`src/rtl/skew_buffer.sv`:
```
// Input-staging skew buffer for the systolic array: lane i is delayed by exactly i
// enabled clock edges, turning a parallel operand row into a diagonal wavefront.
module skew_buffer #(
    parameter int DATA_WIDTH = 8,
    parameter int ARRAY_SIZE = 8
) (
    input  logic                         clk,
    input  logic                         rst,
    input  logic                         enable,
    input  logic signed [DATA_WIDTH-1:0] data_in  [ARRAY_SIZE-1:0],
    output logic signed [DATA_WIDTH-1:0] data_out [ARRAY_SIZE-1:0]
);

    genvar gi;
    generate
        for (gi = 0; gi < ARRAY_SIZE; gi++) begin : g_lane
            if (gi == 0) begin : g_pass
                // Lane 0 carries no delay and bypasses reset entirely.
                assign data_out[0] = data_in[0];
            end else begin : g_chain
                logic signed [DATA_WIDTH-1:0] stage_r [0:gi-1];

                // Lane delay chain: stage 0 samples the input, later stages shift down.
                always_ff @(posedge clk or negedge rst) begin
                    if (!rst) begin
                        for (int k = 0; k < gi; k++) begin
                            stage_r[k] <= '0;
                        end
                    end else if (enable) begin
                        stage_r[0] <= data_in[gi];
                        for (int k = 1; k < gi; k++) begin
                            stage_r[k] <= stage_r[k-1];
                        end
                    end
                end

                assign data_out[gi] = stage_r[gi-1];
            end
        end
    endgenerate

endmodule

```
`config.mk`:
```
export PLATFORM = sky130hd
export DESIGN_NAME = skew_buffer
export DESIGN_NICKNAME = d
export VERILOG_FILES = /design/src/rtl/skew_buffer.sv
export SDC_FILE = /design/constraint.sdc
export NUM_CORES = 1
export LEC_CHECK = 0
export BUFFER_PORTS_ARGS = -buffer_cell sky130_fd_sc_hd__buf_2
export CAP_MARGIN = 15
export CORE_MARGIN = 2
export CORE_UTILIZATION = 52
export CTS_BUF_LIST = sky130_fd_sc_hd__clkbuf_8
export DETAILED_ROUTE_END_ITERATION = 8
export GPL_ROUTABILITY_DRIVEN = 0
export PLACE_DENSITY_LB_ADDON = 0.15
export SLEW_MARGIN = 20
export SYNTH_ARGS = -nofsm -noshare
export SYNTH_HDL_FRONTEND = slang
export SYNTH_SLANG_ARGS = --single-unit
```
`constraint.sdc`:
```
create_clock -name clk -period 1.1 [get_ports clk]
set_clock_uncertainty 0.1 [all_clocks]
set_input_delay 0.11 -clock clk [delete_from_list [all_inputs] [get_ports clk]]
set_output_delay 0.11 -clock clk [all_outputs]
set_load 0.01 [all_outputs]
```
* Word-level counts from Yosys, hierarchy flattened
Cells that the tools add are included.
** Word-level totals
- Memory bits (writable) :: 0
- Bits in read-only memories :: 0
- Memories :: 0
- Latch bits :: 0
- Input bits :: 67
- Register bits after elaboration :: 224
- Output and inout bits :: 64
** Operators by class
- Equal/unequal tests :: 0
- Shifts and indexed selects :: 0
- $add $sub $neg :: 0
- $mul :: 0
- $lt $le $gt $ge :: 0
- Mux-type cells :: 0
- Reduce and logical (&&, ||, !) cells :: 0
- Bitwise logic cells :: 0
- Div/mod/pow operators :: 0

* Depth between registers and ports, before layout
- Depth after elaboration :: 0
- Depth in mapped cells :: 4
- Depth with buffers taken out :: 1

* Least setup slack after synthesis
No wires, ideal clock.
- Kind :: input-to-reg
- From :: input enable
- To :: register g_lane[3].g_chain.stage_r (netlist bit data_out[24])
- Slack :: 0.053 ns
- Cell stages on the path :: 4
- Setup time :: 0.125 ns
- Data arrival time :: 0.822 ns
- Path through :: buf_6 -> buf_6 -> buf_6 -> mux2_4
** RTL lines
- start: declaration :: RTL line 9 : input logic enable,
- end signal: indexed assignment :: RTL line 32 : stage_r[k] <= stage_r[k-1];
- end: declaration :: RTL line 21 : logic signed [DATA_WIDTH-1:0] stage_r [0:gi-1];
No word-level cell between the ends.

* Final worst setup path
- From :: register g_lane[4].g_chain.stage_r (netlist bit data_out[37])
- To :: output data_out[37] in the netlist's numbering
** RTL lines
- start: declaration :: RTL line 21
- start signal: indexed assignment :: RTL line 32
- end: declaration :: RTL line 11 : output logic signed [DATA_WIDTH-1:0] data_out [ARRAY_SIZE-1:0]
No word-level cell between the ends.

==> flow_summary.toml <==
[cells_and_area]
nFillCells = 1237
antenna_cells = 0
mostFrequentLayoutCell = "dfrtp_1"
drive_gt1_frac = 0.619
final_util = 0.663
final_cell_mix = "dfrtp_1 (224), mux2_4 (160), buf_2 (103), mux2_2 (64), dlygate4sd3_1 (58)"
area_growth_pct = 25.9
fin_cells = 992
final_nets = 802

[setup_path]
worstSetupPathType = "register to primary output"
crit_arrival_ns = 1.05
worstPathCellList = "buf_2"
crit_family = "flip-flops"
r2r_end = "data_out[57]"
endpoint = "data_out[37]"
crit_path_start = "data_out[37]"
cp_slowest_cell = "dfrtp_1"
rr_worst_depth = 3
cp-end-kind = "primary output"
critical_path_depth = 1
crit_path_max_fanout = 2
reg2reg_from = "data_out[57]"
critPathLaunchType = "register"
worst-path-buf-inv = 1
cp_data_required_time_ns = 0.89
r2r_setup_slack_ns = -0.01
cpPeakStageDelay_ns = 0.40

[global_routing]
grt_max_degree = 44
globalRouteOverflowTotal = 0
grt_pass1_vias = 5225
grt_pass1_wl_um = 25900
antenna_found_initial = 0
track_usage = 0.163

[route]
drtAntennaViolNets = 0
firstDrtPassIters = 4
drt-initial-drc-count = 148
drc_errors = 0
drt-total-wl_um = 15300
vias_per_cell = 4.78
num_vias = 4745
wl_per_cell_um = 15.4

[floorplan]
rows = 49
core_area_um2 = 17800
io_pins = 131
die_h_um = 138
fp.dieW_um = 138
initial_core_util = 0.526
dieArea_um2 = 19200

[place]
io_buffers = 114
numPlacedInstances = 818
place_ws_ns = -0.0755
dpl.hpwl_um = 9290

[timing]
slew-limit-headroom = 0.802
rsz0062_at_grt = "true"
slew_viol_final = 0
final.period_utilization = 1.15
fmaxAchievable_mhz = 791
setup_viol = 60
fin_ws_ns = -0.164
fin_crit_ns = 1.26
tightest_slew_ns = 0.298
holdWs_ns = -0.0417
hold_viol = 26

[pwr]
p_leak_nw = 5.82
ir_drop_uv = 1160
p_total_mw = 23.2
powerDensity_nw_per_um2 = 1960

[synthesis]
yosysWarningCount = 0
synth_seq_cells = 224
ys_seq_area_frac = 0.597
synth_area_leaders = "dfrtp_1 (60%), mux2_4 (26%), mux2_2 (7.7%), buf_4 (4.5%), buf_6 (2.3%)"
synthesis.nets = 596
synth_top_area_frac = 0.597
synth_largest_area_cell = "dfrtp_1"
synth_cells = 529
ys_types = 6
netlist_area_um2 = 9390
syn_avg_cell_area_um2 = 17.8

[clock_network]
h-tree-depth = 2
cts.reportedPaths.clkPinSlew_ns = 0.06
clkLatencyLatePin_ns = 0.51
tritoncts = "done"
clk_path_buf_depth = 3
cts_buffers = 38
cts.sinks = 224
hold_buffers = 58
root_buffer = "clkbuf_8"

[min_path]
hp-class = "primary input to async pin"

[run_status]
violations = "hold timing, setup timing"
run_status = "complete, but fails checks"

[run]
cap_viol_max_count = 0
## final cells by class
type | instances | area [µm²] | area share
Sequential cell | 224 | 5610 | 0.474
Tap cell | 229 | 287 | 0.0242
Multi-Input combinational cell | 224 | 3120 | 0.264
Timing Repair Buffer | 247 | 1990 | 0.168
Clock buffer | 56 | 771 | 0.0652
Clock inverter | 12 | 48.8 | 0.00413
## registers in the layout (all words and copies together) (netlist names)
register	count
data_out	48
g_lane.g_chain.stage_r	176
## synth_stat cells
| master | number |
|---|---|
| mux2_4 | 160 |
| mux2_2 | 64 |
| buf_4 | 56 |
| buf_6 | 19 |
| dfrtp_1 | 224 |
| buf_2 | 6 |
## cells by family (layout without fill, tap and decap cells)
| family | count (synthesis) | in the layout | synth area share |
|---|---|---|---|
| muxes | 224 | 224 | 0.332 |
| DFF | 224 | 224 | 0.597 |
| buffers and inverters | 81 | 315 | 0.0707 |
## per-layer routing
metal | GRT usage | up-vias | wire [µm] | part of all wire
li1 | - | 2194 | - | -
met1 | 0.226 | 2395 | 7090 | 0.46
met2 | 0.251 | 120 | 7070 | 0.46
met3 | 0.0412 | 36 | 791 | 0.052
met4 | 0.0569 | 0 | 315 | 0.021
met5 | 0 | - | 0 | 0
## how the worst min path moves through the flow
stage          startpoint                           end  slack (ns)  cells past startpoint
2_1_floorplan         rst                  data_out[16]       -0.29                      0
3_3_place_gp          rst  g_lane[1].g_chain.stage_r[1]       -0.10                      1
3_5_place_dp          rst  g_lane[1].g_chain.stage_r[2]       -0.10                      1
4_1_cts               rst  g_lane[1].g_chain.stage_r[1]       -0.07                      2
5_1_grt               rst  g_lane[1].g_chain.stage_r[2]       -0.04                      2
6_report              rst  g_lane[1].g_chain.stage_r[2]       -0.04                      2
## where the power goes
part	switching [mW]	internal, mW	leakage [nW]
sequential	0.894	9.87	2.64
clock	3.24	4.47	0.462
combinational	1.45	3.22	2.72
## metrics by stage
stage	cell area, µm²	TNS [ns]	hold slack (ns)
floorplan	9390	0	-0.286
global placement	9970	-4.87	-0.103
detailed placement	9970	-6.48	-0.100
CTS	11600	-9.79	-0.0667
global route	11800	-10.46	-0.0375
finish	11800	-7.45	-0.0417
## repair_timing
item / 4_1_cts / 5_1_grt
pin swaps: 0 / 0
cloned: 0 / 0
setup buffers: 31 / 17
endpoints found under the hold margin: 282 / 26
setup endpoints to repair: 56 / 56
gates resized for setup: 6 / 14
Note: power is estimated with default switching activity, not from simulation.
